$ cat src/rtl/uart_rx_display_pkg.sv
// Shared definitions for the 8N1 receiver feeding the hex display.
// Latency: n/a (types and constants only).
// Backpressure: n/a.
package uart_rx_display_pkg;

    typedef enum logic [2:0] {
        IDLE  = 3'd0,
        START = 3'd1,
        DATA  = 3'd2,
        STOP  = 3'd3,
        BREAK = 3'd4
    } rx_state_t;

    localparam int         OVERSAMPLE = 16;
    localparam logic [3:0] MID_START  = 4'd7;
    localparam logic [3:0] MID_BIT    = 4'(OVERSAMPLE - 1);

endpackage

$ cat src/rtl/baud_tick_gen.sv
// Free-running oversample tick: one-clk pulse every CLK_FREQ/(BAUD*OVERSAMPLE) clocks.
// Latency: tick asserted combinationally in the last count of each period.
// Backpressure: none; never re-phased.
module baud_tick_gen #(
    parameter int CLK_FREQ   = 100_000_000,
    parameter int BAUD       = 9600,
    parameter int OVERSAMPLE = 16
) (
    input  logic clk,
    input  logic rst_n,
    output logic tick
);

    localparam int             DIV  = CLK_FREQ / (BAUD * OVERSAMPLE);
    localparam int             CW   = $clog2(DIV);
    localparam logic [CW-1:0]  LAST = CW'(DIV - 1);

    logic [CW-1:0] cnt;

    always_ff @(posedge clk or negedge rst_n) begin
        if (!rst_n) begin
            cnt <= '0;
        end else if (cnt == LAST) begin
            cnt <= '0;
        end else begin
            cnt <= cnt + 1'b1;
        end
    end

    assign tick = (cnt == LAST);

endmodule

$ cat src/rtl/uart_rx_display.sv
// 8N1 UART receiver; each good byte shifts into num = {previous byte, latest byte}.
// Latency: num/byte_valid update one clk after the mid-stop tick (~9.5 bits + 2 clk sync).
// Backpressure: none; display samples num freely, frames with a bad stop bit are dropped.
module uart_rx_display
    import uart_rx_display_pkg::*;
#(
    parameter int CLK_FREQ = 100_000_000,
    parameter int BAUD     = 9600
) (
    input  logic        clk,
    input  logic        rst_n,
    input  logic        rx,
    output logic [15:0] num,
    output logic        byte_valid,
    output logic        frame_err,
    output logic        busy
);

    logic      rx_meta, rx_s;
    logic      tick;
    rx_state_t state, state_nxt;
    logic [3:0] scnt;
    logic [2:0] bcnt;
    logic [7:0] sr;
    logic      scnt_clr, shift_en, load, err_set;

    always_ff @(posedge clk or negedge rst_n) begin
        if (!rst_n) begin
            rx_meta <= 1'b1;
            rx_s    <= 1'b1;
        end else begin
            rx_meta <= rx;
            rx_s    <= rx_meta;
        end
    end

    baud_tick_gen #(
        .CLK_FREQ   (CLK_FREQ),
        .BAUD       (BAUD),
        .OVERSAMPLE (OVERSAMPLE)
    ) u_tick (
        .clk   (clk),
        .rst_n (rst_n),
        .tick  (tick)
    );

    always_ff @(posedge clk or negedge rst_n) begin
        if (!rst_n) begin
            state <= IDLE;
        end else begin
            state <= state_nxt;
        end
    end

    always_comb begin
        state_nxt = state;
        scnt_clr  = 1'b0;
        shift_en  = 1'b0;
        load      = 1'b0;
        err_set   = 1'b0;
        busy      = 1'b0;
        unique case (state)
            IDLE: begin
                if (!rx_s) begin
                    state_nxt = START;
                    scnt_clr  = 1'b1;
                end
            end
            START: begin
                busy = 1'b1;
                // A start bit that is high again at its midpoint was a glitch.
                if (tick && scnt == MID_START) begin
                    scnt_clr  = 1'b1;
                    state_nxt = rx_s ? IDLE : DATA;
                end
            end
            DATA: begin
                busy = 1'b1;
                if (tick && scnt == MID_BIT) begin
                    shift_en = 1'b1;
                    if (bcnt == 3'd7) begin
                        state_nxt = STOP;
                    end
                end
            end
            STOP: begin
                busy = 1'b1;
                if (tick && scnt == MID_BIT) begin
                    if (rx_s) begin
                        load      = 1'b1;
                        state_nxt = IDLE;
                    end else begin
                        err_set   = 1'b1;
                        state_nxt = BREAK;
                    end
                end
            end
            BREAK: begin
                if (rx_s) begin
                    state_nxt = IDLE;
                end
            end
            default: state_nxt = IDLE;
        endcase
    end

    // scnt wraps 15->0 by itself, so each data/stop bit starts at 0 with no explicit clear.
    always_ff @(posedge clk or negedge rst_n) begin
        if (!rst_n) begin
            scnt <= '0;
            bcnt <= '0;
            sr   <= '0;
        end else begin
            if (scnt_clr) begin
                scnt <= '0;
                bcnt <= '0;
            end else begin
                if (tick) begin
                    scnt <= scnt + 1'b1;
                end
                if (shift_en) begin
                    bcnt <= bcnt + 1'b1;
                end
            end
            if (shift_en) begin
                sr <= {rx_s, sr[7:1]};
            end
        end
    end

    always_ff @(posedge clk or negedge rst_n) begin
        if (!rst_n) begin
            num        <= 16'h0000;
            byte_valid <= 1'b0;
            frame_err  <= 1'b0;
        end else begin
            byte_valid <= load;
            if (load) begin
                num       <= {num[7:0], sr};
                frame_err <= 1'b0;
            end else if (err_set) begin
                frame_err <= 1'b1;
            end
        end
    end

endmodule

$ cat config.mk
export PLATFORM = sky130hd
export DESIGN_NAME = uart_rx_display
export DESIGN_NICKNAME = d
export VERILOG_FILES = /design/src/rtl/uart_rx_display_pkg.sv /design/src/rtl/baud_tick_gen.sv /design/src/rtl/uart_rx_display.sv
export SDC_FILE = /design/constraint.sdc
export NUM_CORES = 1
export LEC_CHECK = 0
export CORE_MARGIN = 4
export CORE_UTILIZATION = 45
export CTS_BUF_LIST = sky130_fd_sc_hd__clkbuf_16
export CTS_CLUSTER_SIZE = 14
export DETAILED_ROUTE_END_ITERATION = 6
export HOLD_SLACK_MARGIN = 0.03
export PLACE_DENSITY_LB_ADDON = 0.12
export SETUP_SLACK_MARGIN = 0.4
export SLEW_MARGIN = 20
export SYNTH_ARGS = -nofsm -noshare
export SYNTH_HDL_FRONTEND = slang
export SYNTH_SLANG_ARGS = --single-unit
$ cat constraint.sdc
create_clock -name clk -period 5.3 [get_ports clk]
set_input_delay 0.53 -clock clk [delete_from_list [all_inputs] [get_ports clk]]
set_output_delay 0.53 -clock clk [all_outputs]
set_load 0.05 [all_outputs]
==> results.json, run 1 <==
{
  "fp-row-count": 24,
  "synth_top_cell_by_area": "dfrtp_1",
  "post-route-period-util_pct": 46.5,
  "slew_viol_final": 0,
  "mappedNetlistArea_mm2": 0.00214,
  "flow.area_growth_from_synthesis_pct": 18.0,
  "clock_tree_from_tritoncts": "done",
  "clk_root_buffer_cell": "clkbuf_16",
  "critPathMaxFanout": 16,
  "fmax_mhz": 406,
  "hold_slack_ns": 0.245,
  "post_synth_main_area_contributors": "dfrtp_1 (54%), mux2_4 (7.0%), mux2_2 (4.2%), mux2_1 (3.2%), ha_1 (2.9%)",
  "use_met3_pct": 3.98,
  "powerDensity_mw_per_mm2": 268,
  "core-area_mm2": 0.00447,
  "cts_num_sinks": 48,
  "total_power_uw": 679,
  "cp_data_arrival_time_ns": 2.63,
  "worst_clock_skew_ns": 0.00311,
  "ctsResizeCount": 0,
  "yosysMostFrequentCell": "dfrtp_1",
  "routed_wirelength_um": 3630,
  "finalHoldViolCount": 0,
  "global_route.usage.met1_pct": 18.5,
  "final_min_period_ns": 2.46,
  "postSynth.topFlopCell": "dfrtp_1",
  "ff2ff_setup_slack_ns": 2.84,
  "yosys_register_bits": 48,
  "boundaryPins": 22,
  "hpwl_um": 2560,
  "cp_data_required_time_ns": 5.47,
  "ant_diodes": 0,
  "final_core_utilization_pct": 56.5,
  "top_usage_layer": "met2",
  "detail_route.iter0.violations": 70,
  "vdd_drop_max_v": 0.000164,
  "static-leakage-power_nw": 1.21,
  "route.detailed.wl_per_inst_um": 15.3,
  "post_synth_most_frequent_cells": "dfrtp_1 (46), nor2_1 (12), mux2_4 (10), mux2_2 (8)",
  "p_switching_uw": 137,
  "gr-total-overflow": 0,
  "final_nets": 192,
  "routed_via_density": 5.49,
  "cts_hold_buf": 0,
  "first_global_vias": 1354,
  "kind_of_start_point_of_the_critical_path": "flop",
  "cts_made_buffers": 5,
  "largest_net_degree_at_the_start_of_global_routing": 49,
  "floorplan.die.height_um": 77.0,
  "detail_route.first_pass.iterations": 4,
  "max_slew_margin_pct": 37.3,
  "layout.area.seq_mm2": 0.00120,
  "wire_length_of_the_first_global_routing_pass_um": 6660,
  "setup_viol": 0,
  "drcViolationCount": 0,
  "floorplan.initialDensity_pct": 47.9,
  "ant_nets": 0,
  "postCtsSetupBuffers": 0,
  "share_of_total_power_consumed_by_net_switching_pct": 20.2,
  "share_seq_of_total_power_pct": 54.3,
  "multi_input_comb_area_um2": 895,
  "p_comb_share_pct": 1.2,
  "fin_tns_setup_ns": 0,
  "area_share_of_the_largest_cell_type_after_synthesis_pct": 53.7,
  "yosys.cell_types.count": 35,
  "synth_fp_nets": 169,
  "syn_avg_cell_area_um2": 13.3,
  "synth_sequential_area_ratio_pct": 56.2,
  "maximum_number_of_buffers_from_clock_root_to_sink": 2,
  "hold_path_class": "primary input to asynchronous set/reset pin",
  "synth-edff-count": 0,
  "yosysWarningCount": 0,
  "syn_inst": 161,
  "die_width_um": 77.0,
  "cts-htree-levels": 2,
  "filler_cell_count_in_the_final_layout": 375,
  "rsz0062_at_grt": "no",
  "worst_slew_pin_tran_ns": 0.938,
  "rr_worst_depth": 6,
  "setup.worst_path.class": "flop to flop",
  "clk_latency_ns": 0.28,
  "cts.clk_slew.worst_paths_ns": 0.06,
  "die_area_mm2": 0.00593,
  "p_int_uw": 542,
  "result_of_the_run": "complete, no violations",
  "grt_use_total_pct": 14.1,
  "power.share.clock_pct": 44.4,
  "port_buffers": 21,
  "post_route_cells_drive_above_1_share_pct": 17.8,
  "routed-via-count": 1301,
  "place_congestion": 0.872,
  "max-cap-violations": 0,
  "async_reset_ff_share_pct": 100,
  "grt_util_met2_pct": 21.8,
  "cp-end-kind": "flop",
  "number_of_antenna_violations_at_the_first_check_in_global_routing": 0
}
-- registers in the layout, indices dropped and copies added, names as in the netlist --
register,flops
sr,8
scnt,4
u_tick.cnt,10
frame_err,1
rx_meta,1
state,3
num,16
bcnt,3
rx_s,1
byte_valid,1
-- cell usage in the layout, fill, tap and decap left out, drive strengths merged --
| cell | netlist | routed |
|---|---|---|
| o2bb2ai | 2 | 2 |
| xor2 | 5 | 5 |
| nor3 | 5 | 5 |
| or3 | 3 | 3 |
| o21ai | 5 | 5 |
| a21oi | 3 | 3 |
| clkbuf | 4 | 5 |
| nand4 | 5 | 5 |
| nand2 | 5 | 5 |
| buf | 1 | 1 |
| clkdlybuf4s50 | 0 | 20 |
| nor3b | 2 | 2 |
| mux2i | 3 | 3 |
| a22o | 1 | 1 |
| clkinv | 0 | 1 |
| and2 | 2 | 2 |
| xnor2 | 6 | 6 |
| nand2b | 1 | 1 |
| dfstp | 2 | 2 |
| inv | 4 | 4 |
| dfrtp | 46 | 46 |
| nor2 | 12 | 12 |
| a31oi | 1 | 1 |
| clkinvlp | 0 | 2 |
| and4 | 2 | 2 |
| nor4 | 1 | 1 |
| and4b | 1 | 1 |
| nor4b | 1 | 1 |
| nand3 | 4 | 4 |
| ha | 5 | 5 |
| mux2 | 24 | 24 |
| and3 | 4 | 4 |
| o21a | 1 | 1 |
-- power groups by stage --
stage | Combinational, mW | Clock, mW | Sequential, mW
final | 0.00838 | 0.302 | 0.369
after global placement | 0.00867 | 0 | 0.375
after global routing | 0.0102 | 0.328 | 0.368
after detailed placement | 0.00891 | 0 | 0.375
after CTS | 0.00891 | 0.313 | 0.369
after floorplan | 0.000492 | 0 | 0.375
-- final cells by class --
type	instances	area share (%)
Inverter	4	0.593
Multi-Input combinational cell	104	35.4
Timing Repair Buffer	21	8.21
Tap cell	52	2.57
Sequential cell	48	47.6
Clock inverter	3	0.742
Clock buffer	5	4.95
-- final timing paths --
kind,startpoint,end
worst max-delay path,u_tick.cnt[0],num[3]
worst min-delay path,rst_n,state[1]
worst max register to register,u_tick.cnt[0],num[3]
worst min register to register,rx_meta,rx_s
max in group asynchronous,rst_n,scnt[2]
min in group clk,rx_meta,rx_s
-- kinds of logic after synthesis --
family          synth area share, %
xor+xnor                       4.49
flops                          56.2
compound gates                 3.74
simple gates                   14.8
fa+ha+maj                      2.92
mux                            15.8
buf+inv                        2.10
-- per-layer routing --
| layer | wire length, um | vias up | share of wire [%] |
|---|---|---|---|
| met5 | 0 | - | 0 |
| met4 | 64 | 0 | 1.8 |
| met3 | 126 | 7 | 3.5 |
| met2 | 1760 | 21 | 49 |
| met1 | 1670 | 661 | 46 |
| li1 | - | 612 | - |
-- metrics by stage --
stage / setup slack [ns] / area [um2] / cells
2_1_floorplan: 3.33 / 2140 / 161
3_3_place_gp: 2.92 / 2380 / 229
3_5_place_dp: 2.82 / 2380 / 229
4_1_cts: 2.81 / 2530 / 237
5_1_grt: 2.65 / 2530 / 237
6_report: 2.84 / 2530 / 237
-- worst max-delay path, cell delays in order, from the launching register on --
cell     delay (ns)
dfrtp_1        0.44
inv_1          0.09
ha_1           0.15
and2_1         0.21
nand4_4        0.20
nor3_4         0.84
mux2_2         0.42
(Power assumes the default switching activity.)
==> run 2, diff against run 1 <==
clock period = 2.4 ns   (was 5.3 ns; I/O delays follow)
==> run 2 against run 1 <==
  * Hold slack improved by 0.11 ns
  * Maximum frequency increased by 28%
  * Sequential share of layout area decreased by 2.0 points
  * Global-route usage decreased by 0.33 points
  * Critical endpoint is now num[12]
  * Die area unchanged
  * Critical path depth decreased by 1
==> results.json, run 2 (synthesis results as in run 1) <==
{
  "result_of_the_run": "complete, no violations",
  "worst_slew_pin_tran_ns": 0.512,
  "layout.cells.most_common_list": "dfrtp_1 (45), clkdlybuf4s50_1 (19), nor2_1 (12), mux2_4 (10), mux2_2 (8)",
  "cp_data_arrival_time_ns": 2.10,
  "cp-end-kind": "flop",
  "setup.worst_path.class": "flop to flop",
  "maximum_number_of_buffers_from_clock_root_to_sink": 2,
  "static-leakage-power_nw": 1.26,
  "ant_nets": 0,
  "hold_path_class": "flop to flop",
  "gr-total-overflow": 0,
  "post_route_cells_drive_above_1_share_pct": 21.8,
  "floorplan.initialDensity_pct": 47.9,
  "final_core_utilization_pct": 59.0,
  "cp_data_required_time_ns": 2.57,
  "port_buffers": 21,
  "kind_of_start_point_of_the_critical_path": "flop",
  "clk_latency_ns": 0.28,
  "flow.area_growth_from_synthesis_pct": 23.2,
  "clock_tree_from_tritoncts": "done",
  "rsz0062_at_grt": "no",
  "route.detailed.wl_per_inst_um": 15.3,
  "clk_root_buffer_cell": "clkbuf_16",
  "first_global_vias": 1366,
  "largest_register_ff_count": 16,
  "critPathMaxFanout": 8,
  "place_congestion": 0.893,
  "largest_registers": "num: 16 flops, u_tick.cnt: 10 flops, sr: 8 flops",
  "ant_diodes": 0,
  "total_power_mw": 1.51,
  "filler_cell_count_in_the_final_layout": 357,
  "routed_via_density": 5.38,
  "worst_clock_skew_ns": 0.00228,
  "max-cap-violations": 0,
  "cts_made_buffers": 5,
  "floorplan.die.height_um": 77.0,
  "cp_cell_sequence": "nor4b_4, nand4_4, nor3_4, clkbuf_16, mux2_4",
  "detail_route.iter0.violations": 58,
  "routed-via-count": 1319,
  "post-route-period-util_pct": 80.3,
  "cts_num_sinks": 48,
  "drcViolationCount": 0,
  "grt_use_total_pct": 13.7,
  "largest_net_degree_at_the_start_of_global_routing": 27,
  "slew_viol_final": 0,
  "max_slew_margin_pct": 65.8,
  "boundaryPins": 22,
  "die_area_mm2": 0.00593,
  "layout.cells.most_common": "dfrtp_1",
  "powerDensity_mw_per_mm2": 571,
  "finalHoldViolCount": 0,
  "cts-htree-levels": 2,
  "number_of_antenna_violations_at_the_first_check_in_global_routing": 0,
  "detail_route.first_pass.iterations": 4,
  "hpwl_um": 2520,
  "vdd_drop_max_v": 0.000449,
  "routed_wirelength_um": 3740,
  "cts.clk_slew.worst_paths_ns": 0.06,
  "fmax_mhz": 519,
  "slowest_delay_ns": 0.44,
  "registers.top_by_ff_count": "num",
  "final_nets": 200,
  "fp-row-count": 24,
  "fin_tns_setup_ns": 0,
  "slowest_stage": "dfrtp_1",
  "core-area_mm2": 0.00447,
  "setup_viol": 0,
  "wire_length_of_the_first_global_routing_pass_um": 6600,
  "final_min_period_ns": 1.93,
  "number_of_buffer_and_inverter_stages_on_the_critical_path": 1,
  "die_width_um": 77.0,
  "cp_top_delay_family": "simple AND/OR/NAND/NOR gates"
}
==> run 2: what timing repair did <==
action,CTS,global route
endpoints found under the hold margin,20,0
pin swaps,1,1
resized for setup,3,4
hold buffers,1,0
setup endpoints to repair,25,16
buffers inserted,4,0
gates cloned,0,1
==> run 2: per-stage QoR <==
step / instances / instance area [um2] / setup slack (ns) / hold slack [ns]
6_report: 245 / 2640 / 0.474 / 0.354
5_1_grt: 245 / 2640 / 0.407 / 0.357
2_1_floorplan: 161 / 2140 / 0.435 / -0.0556
3_5_place_dp: 231 / 2400 / 0.317 / 0.234
4_1_cts: 244 / 2600 / 0.439 / 0.355
3_3_place_gp: 231 / 2400 / 0.357 / 0.231
==> run 2: worst register-to-register path, cell delays in order (launching register included) <==
cell and delay, ns:
dfrtp_1 0.44, nor4b_4 0.38, nand4_4 0.20, nor3_4 0.27, clkbuf_16 0.23, mux2_4 0.30
==> run 2: layout make-up <==
cell class                      instances  area [um2]  share of cell area [%]
Tap cell                               52        65.1                    2.46
Timing Repair Buffer                   29         309                    11.7
Sequential cell                        48        1200                    45.6
Clock buffer                            5         125                    4.74
Multi-Input combinational cell        104         903                    34.2
Inverter                                4        15.0                   0.568
Clock inverter                          3        18.8                   0.711
==> run 2: where the power goes <==
part	total [mW]	internal [mW]	switching [mW]
Combinational	0.0205	0.00439	0.0162
Sequential	0.814	0.812	0.00185
Clock	0.674	0.382	0.292
Total	1.51	1.20	0.310
==> run 2: path summary, 6_finish.rpt <==
| path | from | endpoint | slack [ns] | cells past startpoint |
|---|---|---|---|---|
| min in group asynchronous | rst_n | scnt[3] | 0.45 | 2 |
| max in group asynchronous | rst_n | u_tick.cnt[0] | 1.22 | 3 |
| max | u_tick.cnt[5] | num[12] | 0.47 | 5 |
| min reg2reg | rx_meta | rx_s | 0.35 | 0 |
| min | rx_meta | rx_s | 0.35 | 0 |
| max reg2reg | u_tick.cnt[5] | num[12] | 0.47 | 5 |
==> run 2: layer usage <==
layer | up-vias | global-route usage [%] | wire length, um
met5 | - | 0 | 0
met3 | 6 | 3.04 | 169
li1 | 638 | - | -
met1 | 645 | 18.8 | 1800
met2 | 30 | 21.3 | 1720
met4 | 0 | 5.34 | 59
==> run 3, diff against run 2 <==
clock period = 1.8 ns   (was 2.4 ns; I/O delays follow)
==> run 3 against run 2 <==
  * Critical path depth unchanged
  * Utilization increased by 5.1 points
  * Clock power increased by 32%
  * Largest power group unchanged
  * Via count increased by 5.6%
  * Wire length increased by 8.8%
  * Cell count increased by 7.3%
  * Clock skew increased by 0.0050 ns
==> results.json, run 3 (synthesis results as in run 1) <==
{
  "result_of_the_run": "complete, no violations",
  "setup_viol": 0,
  "powerDensity_mw_per_mm2": 700,
  "setup.worst_path.class": "flop to flop",
  "gr-total-overflow": 0,
  "number_of_antenna_violations_at_the_first_check_in_global_routing": 0,
  "share_seq_of_total_power_pct": 53.9,
  "boundaryPins": 22,
  "placed_area_mm2": 0.00261,
  "kind_of_start_point_of_the_critical_path": "flop",
  "layout.cells.most_common_list": "dfrtp_1 (45), mux2_4 (19), buf_4 (19), dlygate4sd2_1 (10), clkdlybuf4s15_1 (7)",
  "wire_length_of_the_first_global_routing_pass_um": 6910,
  "post-route-period-util_pct": 99.6,
  "ant_nets": 0,
  "final_min_period_ns": 1.79,
  "static-leakage-power_nw": 1.42,
  "clk_root_buffer_cell": "clkbuf_16",
  "largest_net_degree_at_the_start_of_global_routing": 28,
  "routed-via-count": 1393,
  "worst_clock_skew_ns": 0.00726,
  "max_slew_margin_pct": 65.6,
  "registers.top_by_ff_count": "num",
  "hold_path_class": "primary input to flop",
  "worst_slew_pin_tran_ns": 0.516,
  "layout.cells.most_common": "dfrtp_1",
  "ant_diodes": 0,
  "stdcell_count": 263,
  "detail_route.iter0.violations": 39,
  "final_core_utilization_pct": 64.2,
  "max-cap-violations": 0,
  "core-area_mm2": 0.00447,
  "vdd_drop_max_v": 0.000536,
  "floorplan.initialDensity_pct": 47.9,
  "cts-htree-levels": 2,
  "fp-row-count": 24,
  "timing.hold.worst.start": "rx",
  "hpwl_um": 2780,
  "maximum_number_of_buffers_from_clock_root_to_sink": 2,
  "final_cell_area_mm2": 0.00287,
  "clk_latency_ns": 0.29,
  "cp-end-kind": "flop",
  "p_switching_uw": 411,
  "cts_num_sinks": 48,
  "fmax_mhz": 558,
  "numPlacedInstances": 249,
  "die_width_um": 77.0,
  "critPathMaxFanout": 16,
  "largest_registers": "num: 16 flops, u_tick.cnt: 10 flops, sr: 8 flops",
  "p_int_mw": 1.60,
  "dp_worst_setup_slack_ns": -0.00688,
  "fin_ws_ns": 0.00712,
  "die_area_mm2": 0.00593,
  "flow.area_growth_from_synthesis_pct": 34.0,
  "worstReg2RegStart": "u_tick.cnt[8]",
  "final_nets": 218,
  "clock_tree_from_tritoncts": "done",
  "power.share.clock_pct": 44.4,
  "finalHoldViolCount": 0,
  "post_route_cells_drive_above_1_share_pct": 38.9,
  "cts_made_buffers": 5,
  "grt_use_total_pct": 14.7,
  "place_congestion": 0.823,
  "routed_wirelength_um": 4070,
  "first_global_vias": 1437,
  "rsz0062_at_grt": "yes",
  "floorplan.die.height_um": 77.0,
  "share_of_total_power_consumed_by_net_switching_pct": 20.4,
  "ff2ff_setup_slack_ns": 0.007,
  "port_buffers": 21,
  "fin_tns_setup_ns": 0,
  "route.detailed.wl_per_inst_um": 15.5,
  "routed_via_density": 5.30,
  "cts.clk_slew.worst_paths_ns": 0.06,
  "cp_data_required_time_ns": 1.97,
  "detail_route.first_pass.iterations": 4,
  "drcViolationCount": 0,
  "largest_register_ff_count": 16,
  "crit_path_start": "u_tick.cnt[8]",
  "cp_data_arrival_time_ns": 1.96,
  "slew_viol_final": 0,
  "p_comb_share_pct": 1.8
}
-- run 3: cell count changes in the layout (fill, tap and decap cells not counted), moves of 7 or more --
cell / previous run / this run
nor2_1: 12 / 4
clkdlybuf4s50_1: 19 / 1
dlygate4sd2_1: 1 / 10
mux2_4: 10 / 19
buf_4: 4 / 19
clkdlybuf4s15_1: 0 / 7
-- run 3: final cells by class --
type / instances / area, um2
tap: 52 / 65.1
multi-input combinational: 104 / 1010
fill: 343 / 1600
clock buffer: 5 / 125
timing repair buffer: 47 / 435
sequential: 48 / 1200
clock inverter: 3 / 16.3
inverter: 4 / 15.0
-- run 3: routing by layer --
metal  global-route usage [%]  wire length [um]
met5                        0                 0
met1                     19.2              1900
met2                     22.9              1950
met4                     6.05                74
met3                     4.45               147
-- run 3: what timing repair did --
action | 4_1_cts | 5_1_grt
endpoints found under the hold margin | 19 | 0
pin swaps | 6 | 4
setup endpoints to repair | 60 | 49
hold buffers | 1 | 0
buffers inserted | 4 | 1
gates resized for setup | 42 | 13
-- run 3: power groups by stage --
stage	combinational (mW)	sequential [mW]	clock (mW)
after floorplan	0.00148	1.10	0
after global placement	0.0344	1.10	0
after detailed placement	0.0351	1.10	0
after CTS	0.0371	1.08	0.910
after global routing	0.0412	1.08	0.963
final	0.0352	1.08	0.892
-- run 3: through the flow --
step / total power, mW / hold WS (ns)
floorplan: 1.11 / -0.116
global placement: 1.14 / 0.181
detailed placement: 1.14 / 0.190
CTS: 2.03 / 0.298
global route: 2.09 / 0.308
finish: 2.01 / 0.303
-- run 3: worst paths after layout --
check / endpoint / depth (start not counted)
worst max-delay path: num[3] / 5
worst min-delay path: rx_meta / 1
worst max register to register: num[3] / 5
worst min register to register: rx_s / 0
max in group asynchronous: num[14] / 3
min in group asynchronous: u_tick.cnt[5] / 2
-- run 3: critical path, stage by stage, from the launching register on --
cell	delay (ns)
dfrtp_1	0.41
nor4b_4	0.36
nand4_4	0.18
nor3_4	0.19
buf_12	0.20
mux2_2	0.34
